--- src/rtl/rr_pkg.sv ---
// Shared constants and types for the four-queue round-robin datapath.
package rr_pkg;

  localparam int NQ  = 4;
  localparam int WW  = 3;
  localparam int IDW = 2;

  typedef enum logic {
    ST_IDLE   = 1'b0,
    ST_ACTIVE = 1'b1
  } state_t;

  typedef logic [WW-1:0]  weight_t;
  typedef logic [IDW-1:0] qid_t;

endpackage

--- src/rtl/rr_pop_sched_if.sv ---
// Read-side bundle between the pop scheduler, the FIFOs and the downstream consumer.
interface rr_pop_sched_if;
  import rr_pkg::*;

  logic [NQ*WW-1:0] request;
  logic             load;
  logic [NQ-1:0]    empty;
  logic             ready;
  logic [NQ-1:0]    pop;
  logic [IDW-1:0]   id;
  logic             valid;
  logic             active;

  modport master (
    input  request, load, empty, ready,
    output pop, id, valid, active
  );

  modport slave (
    output request, load, empty, ready,
    input  pop, id, valid, active
  );

endinterface

--- src/rtl/rr_pick.sv ---
// Rotating-priority encoder: first set bit of elig starting at ptr, wrapping mod NQ.
module rr_pick
  import rr_pkg::*;
(
  input  logic [NQ-1:0] elig,
  input  qid_t          ptr,
  output qid_t          sel,
  output logic          any
);

  qid_t idx;

  // Scan from farthest to nearest so the nearest eligible queue wins.
  always_comb begin
    sel = ptr;
    idx = ptr;
    for (int k = NQ - 1; k >= 0; k--) begin
      idx = ptr + qid_t'(k);
      if (elig[idx]) sel = idx;
    end
  end

  assign any = |elig;

endmodule

--- src/rtl/rr_pop_sched.sv ---
// Weighted round-robin pop scheduler: each eligible queue gets up to its weight in pops per turn.
module rr_pop_sched
  import rr_pkg::*;
(
  input  logic           clk,
  input  logic           reset_L,
  rr_pop_sched_if.master bus
);

  state_t        state_reg, state_next;
  weight_t       w_reg [NQ];
  qid_t          ptr_reg, ptr_next;
  weight_t       credit_reg, credit_next;
  qid_t          id_reg;
  weight_t       nc;
  qid_t          sel;
  logic          any;
  logic          do_pop;
  logic [NQ-1:0] elig;

  generate
    for (genvar gi = 0; gi < NQ; gi++) begin : g_q
      assign elig[gi]    = ~bus.empty[gi] & (w_reg[gi] != '0);
      assign bus.pop[gi] = do_pop & (sel == qid_t'(gi));
    end
  endgenerate

  rr_pick u_pick (
    .elig (elig),
    .ptr  (ptr_reg),
    .sel  (sel),
    .any  (any)
  );

  always_comb begin
    state_next  = state_reg;
    ptr_next    = ptr_reg;
    credit_next = credit_reg;
    do_pop      = (state_reg == ST_ACTIVE) & bus.ready & ~bus.load & any;
    // Credit continues only while the turn stays on ptr; a skip restarts the count.
    nc          = (sel == ptr_reg) ? credit_reg + 1'b1 : weight_t'(1);
    case (state_reg)
      ST_IDLE: begin
        if (bus.load) begin
          state_next  = ST_ACTIVE;
          ptr_next    = '0;
          credit_next = '0;
        end
      end
      ST_ACTIVE: begin
        if (bus.load) begin
          ptr_next    = '0;
          credit_next = '0;
        end else if (do_pop) begin
          if (nc == w_reg[sel]) begin
            ptr_next    = sel + 1'b1;
            credit_next = '0;
          end else begin
            ptr_next    = sel;
            credit_next = nc;
          end
        end
      end
      default: state_next = ST_IDLE;
    endcase
  end

  always_ff @(posedge clk or negedge reset_L) begin
    if (!reset_L) begin
      state_reg  <= ST_IDLE;
      ptr_reg    <= '0;
      credit_reg <= '0;
      id_reg     <= '0;
      for (int i = 0; i < NQ; i++) w_reg[i] <= '0;
    end else begin
      state_reg  <= state_next;
      ptr_reg    <= ptr_next;
      credit_reg <= credit_next;
      if (do_pop) id_reg <= sel;
      if (bus.load) begin
        for (int i = 0; i < NQ; i++) w_reg[i] <= bus.request[i*WW +: WW];
      end
    end
  end

  // id shows the live selection while popping, otherwise the last served queue.
  assign bus.id     = do_pop ? sel : id_reg;
  assign bus.valid  = do_pop;
  assign bus.active = (state_reg == ST_ACTIVE);

endmodule
--- src/flat_wrapper.sv ---
// flat-port wrapper written by rule: the top's interface ports become plain ports
module rr_pop_sched_flat import rr_pkg::*;
  (clk, reset_L, bus_request, bus_load, bus_empty, bus_ready, bus_pop, bus_id, bus_valid, bus_active);
  rr_pop_sched_if bus_i ();
  input  logic clk;
  input  logic reset_L;
  input wire logic [$bits(bus_i.request)-1:0] bus_request;
  input wire logic [$bits(bus_i.load)-1:0] bus_load;
  input wire logic [$bits(bus_i.empty)-1:0] bus_empty;
  input wire logic [$bits(bus_i.ready)-1:0] bus_ready;
  output wire logic [$bits(bus_i.pop)-1:0] bus_pop;
  output wire logic [$bits(bus_i.id)-1:0] bus_id;
  output wire logic [$bits(bus_i.valid)-1:0] bus_valid;
  output wire logic [$bits(bus_i.active)-1:0] bus_active;
  assign bus_i.request = bus_request;
  assign bus_i.load = bus_load;
  assign bus_i.empty = bus_empty;
  assign bus_i.ready = bus_ready;
  assign bus_pop = bus_i.pop;
  assign bus_id = bus_i.id;
  assign bus_valid = bus_i.valid;
  assign bus_active = bus_i.active;
  rr_pop_sched u_core (.clk(clk), .reset_L(reset_L), .bus(bus_i));
endmodule
--- config.mk ---
export PLATFORM = sky130hd
export DESIGN_NAME = rr_pop_sched_flat
export DESIGN_NICKNAME = d
export VERILOG_FILES = /design/src/rtl/rr_pkg.sv /design/src/rtl/rr_pop_sched_if.sv /design/src/rtl/rr_pick.sv /design/src/rtl/rr_pop_sched.sv /design/src/flat_wrapper.sv
export SDC_FILE = /design/constraint.sdc
export NUM_CORES = 1
export LEC_CHECK = 0
export CORE_UTILIZATION = 40
export CTS_CLUSTER_DIAMETER = 80
export DETAILED_ROUTE_END_ITERATION = 10
export DONT_BUFFER_PORTS = 1
export PLACE_DENSITY_LB_ADDON = 0.12
export SYNTH_ARGS = -nofsm -noshare
export SYNTH_HDL_FRONTEND = slang
export SYNTH_SLANG_ARGS = --single-unit
--- constraint.sdc ---
create_clock -name clk -period 4.3 [get_ports clk]
set_input_delay 0.645 -clock clk [delete_from_list [all_inputs] [get_ports clk]]
set_output_delay 0.645 -clock clk [all_outputs]
set_load 0.02 [all_outputs]
After elaboration in Yosys (flattened, before gate mapping)
Index checks and enable logic that the tools add are counted.
{ "totals": {"ff_bits": 20, "out_inout_bits": 8, "word_cells": 79} }
{ "op_classes": {"addsub": 5, "order_cmp": 5, "n_eq_ne": 7, "mux": 29, "n_bitwise": 18, "n_reduce_logical": 7} }
{ "ops": {"columns": ["cell", "n"], "rows": [
  ["$mux W3", 7],
  ["$mux W2", 9],
  ["$lt A2 B3 Y1 const B", 4],
  ["$reduce_bool A3 Y1", 4],
  ["$and A1 B1 Y1", 11],
  ["$bmux W1 S2", 4],
  ["$bmux W3 S2", 1],
  ["$mux W1", 6],
  ["$not A1 Y1", 6],
  ["$pmux W3 S2", 1],
  ["$add A2 B1 Y2 const B", 2],
  ["$add A2 B2 Y2 const B", 2],
  ["$eq A2 B2 Y1 const B", 2],
  ["$pmux W2 S2", 1],
  ["$reduce_or A4 Y1", 1],
  ["$add A3 B1 Y3 const B", 1],
  ["$eq A3 B3 Y1", 1],
  ["$ge A3 B3 Y1 const B", 1],
  ["$ne A3 B3 Y1 const B", 1],
  ["$not A2 Y3", 1],
  ["$eq A2 B1 Y1 const B", 1],
  ["$eq A2 B2 Y1", 1],
  ["$logic_not A2 Y1", 1],
  ["$ne A2 B2 Y1 const B", 1],
  ["$reduce_and A2 Y1", 1]
]} }

Logic depth before layout (Yosys ltp)
{ "depth": {"word_depth": 17, "depth_mapped": 10, "ltp_nobuf": 9} }

By module
A second synthesis with hierarchy kept.
{ "hier_totals": {"hier_cells": 111, "area_unflattened_um2": 1226.2} }
{ "modules_own_cells": {"columns": ["mod", "instances", "cells_per_inst", "area_each_um2", "seq_area_each_um2"], "rows": [
  ["rr_pop_sched", 1, 95, 1126.1, 500.5],
  ["rr_pick", 1, 16, 100.1, 0.0]
]} }

Worst setup path before layout
No wires, ideal clock.
{ "synth_path": {"path_kind": "input to register", "from": "input bus_empty[1]", "to": "register u_core.ptr_reg[0]", "setup_ns": 0.104, "t_arrival_ns": 2.870, "required_time_ns": 4.196, "slack_ns": 1.326, "path_stages": 8, "path_cell_list": "or2_2 > a221oi_4 > mux2i_1 > mux2i_4 > nor4b_1 > a211oi_2 > or4_1 > o311ai_1"} }
{ "synth_via": {"elab_chain_len": 17, "elab_cells_between_ends": 30, "cone_classes": "1 x add/sub; 3 x eq/ne; 20 x mux; 4 x bitwise; 2 x reduce/logical"} }
{ "synth_lines": {"columns": ["item", "line", "text"], "rows": [
  ["start, declared", "flat_wrapper.sv:9", "input wire logic [$bits(bus_i.empty)-1:0] bus_empty;"],
  ["$not A1 Y1 *", "rr_pop_sched.sv:23", "assign elig[gi] = ~bus.empty[gi] & (w_reg[gi] != '0);"],
  ["$and A1 B1 Y1 *", "rr_pop_sched.sv:23", null],
  ["$bmux W1 S2", "rr_pick.sv:19", "if (elig[idx]) sel = idx;"],
  ["$mux W1 (implied by the code)", "rr_pick.sv:19", null],
  ["$mux W2 (4 in a row)", "rr_pick.sv:19", null],
  ["$not A2 Y3 (implied by the code)", "rr_pop_sched.sv:55", "if (nc == w_reg[sel]) begin"],
  ["$bmux W3 S2", "rr_pop_sched.sv:55", null],
  ["$mux W3 (implied by the code) (2 in a row)", "rr_pop_sched.sv:55", null],
  ["$eq A3 B3 Y1", "rr_pop_sched.sv:55", null],
  ["$mux W2", "rr_pop_sched.sv:55", null],
  ["$mux W2", "rr_pop_sched.sv:54", "end else if (do_pop) begin"],
  ["$mux W2", "rr_pop_sched.sv:51", "if (bus.load) begin"],
  ["$pmux W2 S2", "rr_pop_sched.sv:42", "case (state_reg)"],
  ["end signal, assigned", "rr_pop_sched.sv:77", "ptr_reg <= ptr_next;"],
  ["end, declared", "rr_pop_sched.sv:12", "qid_t ptr_reg, ptr_next;"]
]} }
Every way passes the cells marked *; elsewhere a longest branch is shown, timed or not. The select of a mux whose other input is x is not followed.
A chain may end at the register's enable or synchronous reset.

Worst setup path after layout
{ "layout_path": {"from": "register u_core.w_reg[2] in the netlist's numbering", "to": "register u_core.ptr_reg[0]"} }
{ "layout_via": {"elab_chain_len": 17, "elab_cells_between_ends": 30, "cone_classes": "1 x add/sub; 3 x eq/ne; 20 x mux; 3 x bitwise; 3 x reduce/logical"} }
{ "layout_lines": {"columns": ["item", "line", "text"], "rows": [
  ["start, declared", "rr_pop_sched.sv:11", "weight_t w_reg [NQ];"],
  ["$reduce_bool A3 Y1", "rr_pop_sched.sv:23", null],
  ["$and A1 B1 Y1", "rr_pop_sched.sv:23", null],
  ["$bmux W1 S2", "rr_pick.sv:19", null],
  ["$mux W1 (implied by the code)", "rr_pick.sv:19", null],
  ["$mux W2 (4 in a row)", "rr_pick.sv:19", null],
  ["$not A2 Y3 (implied by the code)", "rr_pop_sched.sv:55", null],
  ["$bmux W3 S2", "rr_pop_sched.sv:55", null],
  ["$mux W3 (implied by the code) (2 in a row)", "rr_pop_sched.sv:55", null],
  ["$eq A3 B3 Y1", "rr_pop_sched.sv:55", null],
  ["$mux W2", "rr_pop_sched.sv:55", null],
  ["$mux W2", "rr_pop_sched.sv:54", null],
  ["$mux W2", "rr_pop_sched.sv:51", null],
  ["$pmux W2 S2", "rr_pop_sched.sv:42", null]
]} }
Parallel ways exist; a longest one is shown, timed or not. The select of a mux whose other input is x is not followed.

==> impl_results.md <==
* Final Non-Filler Cells at 179
* Total number of vias at 1,046
* Hold Path Origin: bus_load
* Area Overhead vs Synth at 8.869%
* Largest cells by area after synthesis: dfrtp_1 36%, mux2_2 9.8%, ha_1 4.5%, mux2i_1 3.6%, o22ai_1 2.3%
* Status: completed
* Nets at 161
* Largest net degree at the start of global routing at 21
* Logic pwr share at 0.380
* Cell count after synthesis at 131
* RD Place Congestion at 0.8711
* Routed WL at 3.006 mm
* Hold Path Class: in2reg
* Vias in the first global route at 1,077
* Average wire per standard cell at 16.79 um
* Top cell type by total area after synthesis: dfrtp_1
* Async S/R FF share, synth at 1.000
* Maximum VDD drop at 0.2016 mV
* Clk_lat worst skew at 0.31 ns
* EDFF count, synth at 0
* Count leader, synth: dfrtp_1
* Number of flip-flops in the largest register at 12
* GRT Total Usage at 0.1883
* Port bufs at 0
* Pwr Total at 0.0006280 W
* Synthesized Nets at 156
* Sw Pwr at 0.0002192 W
* Clock sink count at 20
* I/O pin cnt at 28
* Most frequent cells after synthesis: 20 x dfrtp_1, 12 x mux2_2, 6 x inv_1, 6 x nor2_1
* Die Footprint at 3695 sq um
* Max Clock Skew at 0.01508 ns
* Initial DRC count at 32
* Sequential Power Share at 0.371
* Register area share after synthesis at 0.3620
* Worst EP required at 4.51 ns
* Number of synthesized register bits at 20
* CTS root buf: clkbuf_4
* Setup TNS at 0 ns
* Tcrit/Tclk final at 0.7833
* DP Wirelength at 2.318 mm
* Startpoint Class: register
* Drt drc at 0
* Yosys top cell area share at 0.3620
* Clk buf depth at 2
* Ys Warns at 0
* Remaining Overflow, GRT at 0
* Post-CTS sizing at 0
* PD cells at 417.2 nW/um^2
* TritonCTS clock tree: yes
* Critical Path Fanout Max at 10
* Least-Margin Pin Slew at 0.8265 ns
* Vias per cell at 5.844
* Setup crit end kind: register
* Layout cells sized above 1 at 0.2519
* First-pass GRT wire length at 5.050 mm
* Critical R2R Launch: u_core.w_reg[2]
* Ant diodes at 0
* Crit path cell chain: nor3_2 > o221ai_2 > a221oi_4 > mux2i_1 > mux2i_4 > nor4b_1 > a211oi_2 > or4_1 > o311ai_1
* Slew Viols, Final at 0
* Post-Place Cells at 173
* Die Span X at 60.79 um
* Hold Worst Slack at 0.3763 ns
* Final core occ at 0.4774
* CTS H-tree lvls at 1
* Fin crit period at 3.368 ns
* Initial antenna violation count at 0
* Clk pwr share at 0.248
* Max_cap viols at 0
* Final Setup Violations at 0
* Worst stage delay on the critical path at 0.59 ns
* Mean post-synth cell area at 10.55 sq um
* Reg clk slew, reported paths at 0.13 ns
* Crit Path Class: reg2reg
* CORE AREA at 3153 sq um
* Max Fclk at 0.2969 GHz
* Standard-cell rows at 20
* Num CTS Buffers at 3
* Internal at 0.0004088 W
* Final Hold Vio Count at 0
* Leak pwr at 0.6202 nW
* Die H at 60.79 um
* Critical path origin: u_core.w_reg[2]
* Critical Path AT at 3.58 ns
* Drt pass-1 iters at 4
* Initial Util at 0.4385
* RSZ-0062 raised after global routing: false
* Setup bufs post-CTS at 0
* Distinct cells, synth at 50
* Mapped cell area at 1383 sq um
* Post-synth top flop: dfrtp_1
* Slew margin rel. at 0.4470
* Sw frac at 0.3490
* Final ANT Viol Nets at 0
* Slowest cell on the critical path: a221oi_4
==> critical path, delay by kind of cell (launching register included) <==
kind / cells / cell delay [ns]
DFF: 1 / 0.43
AOI/OAI and AO/OA: 4 / 0.99
and+or+nand+nor: 3 / 1.34
muxes: 2 / 0.50
==> per-layer routing <==
metal | part of all wire | global-route usage | routed length, um | up-vias
li1 | - | - | - | 503
met1 | 0.45 | 0.2356 | 1342 | 507
met2 | 0.49 | 0.3203 | 1466 | 34
met3 | 0.059 | 0.04691 | 178 | 2
met4 | 0.0060 | 0.05844 | 18 | 0
met5 | 0 | 0 | 0 | -
==> layout by cell type (no fill, tap or decap), types with 2 or more instances in the layout <==
cell            n
mux2i_1         5
or2_2           4
o211ai_1        2
and2_1          4
nand2b_1        2
o21ai_1         2
ha_1            5
nor2_1          6
clkbuf_4        3
o21ai_0         4
inv_1           6
a21oi_1         5
o32ai_1         2
dlygate4sd3_1   2
dfrtp_1        20
nor3_1          2
nor2b_1         4
or3_1           2
a21o_1          2
nand2_1         4
and3_1          2
mux2_2         12
o22ai_1         5
nor3_2          2
==> power by group through the flow <==
stage | Clock, W | Sequential, W | Combinational, W
after floorplan | 0 | 0.000230 | 0.000200
after global placement | 0 | 0.000237 | 0.000229
after detailed placement | 0 | 0.000237 | 0.000234
after CTS | 0.000164 | 0.000233 | 0.000237
after global routing | 0.000169 | 0.000238 | 0.000265
final | 0.000156 | 0.000233 | 0.000239
==> final cells by class <==
type | count | area [sq um]
clock buffers | 3 | 22.52
clock inverters | 1 | 30.03
fillers | 308 | 1648
inverters | 7 | 26.28
multi-input cells | 101 | 843.3
flip-flops and latches | 20 | 500.5
well taps | 44 | 55.05
repair buffers | 3 | 27.53
==> what timing repair did <==
| action | CTS | global route |
|---|---|---|
| hold endpoints to repair | 8 | 12 |
| setup endpoints to repair | 0 | 0 |
| hold buffers | 1 | 1 |
==> path summary, 6_finish.rpt <==
check                                  endpoint  slack, ns  depth (start not counted)
max                           u_core.ptr_reg[0]       0.93                          9
min                        u_core.credit_reg[2]       0.38                          1
max reg2reg                   u_core.ptr_reg[0]       0.93                          9
min reg2reg                u_core.credit_reg[1]       0.53                          2
max in group asynchronous       u_core.w_reg[5]       3.22                          1
min in group asynchronous       u_core.w_reg[2]       0.69                          1
==> cell families (layout without fill, tap and decap cells) <==
| family | Yosys count | count (layout) | synth area share |
|---|---|---|---|
| compound gates | 34 | 34 | 0.1982 |
| xor+xnor | 2 | 2 | 0.01267 |
| fa+ha+maj | 5 | 5 | 0.04525 |
| buf+inv | 10 | 14 | 0.02805 |
| flops | 20 | 20 | 0.3620 |
| mux | 20 | 20 | 0.1765 |
| simple gates | 40 | 40 | 0.1774 |
==> through the flow <==
step	instance area [sq um]	setup slack, ns
2_1_floorplan	1383	1.326
3_3_place_gp	1433	1.116
3_5_place_dp	1433	0.9844
4_1_cts	1495	0.9449
5_1_grt	1505	0.7230
6_report	1505	0.9319
Note: power is estimated with default switching activity, not from simulation.
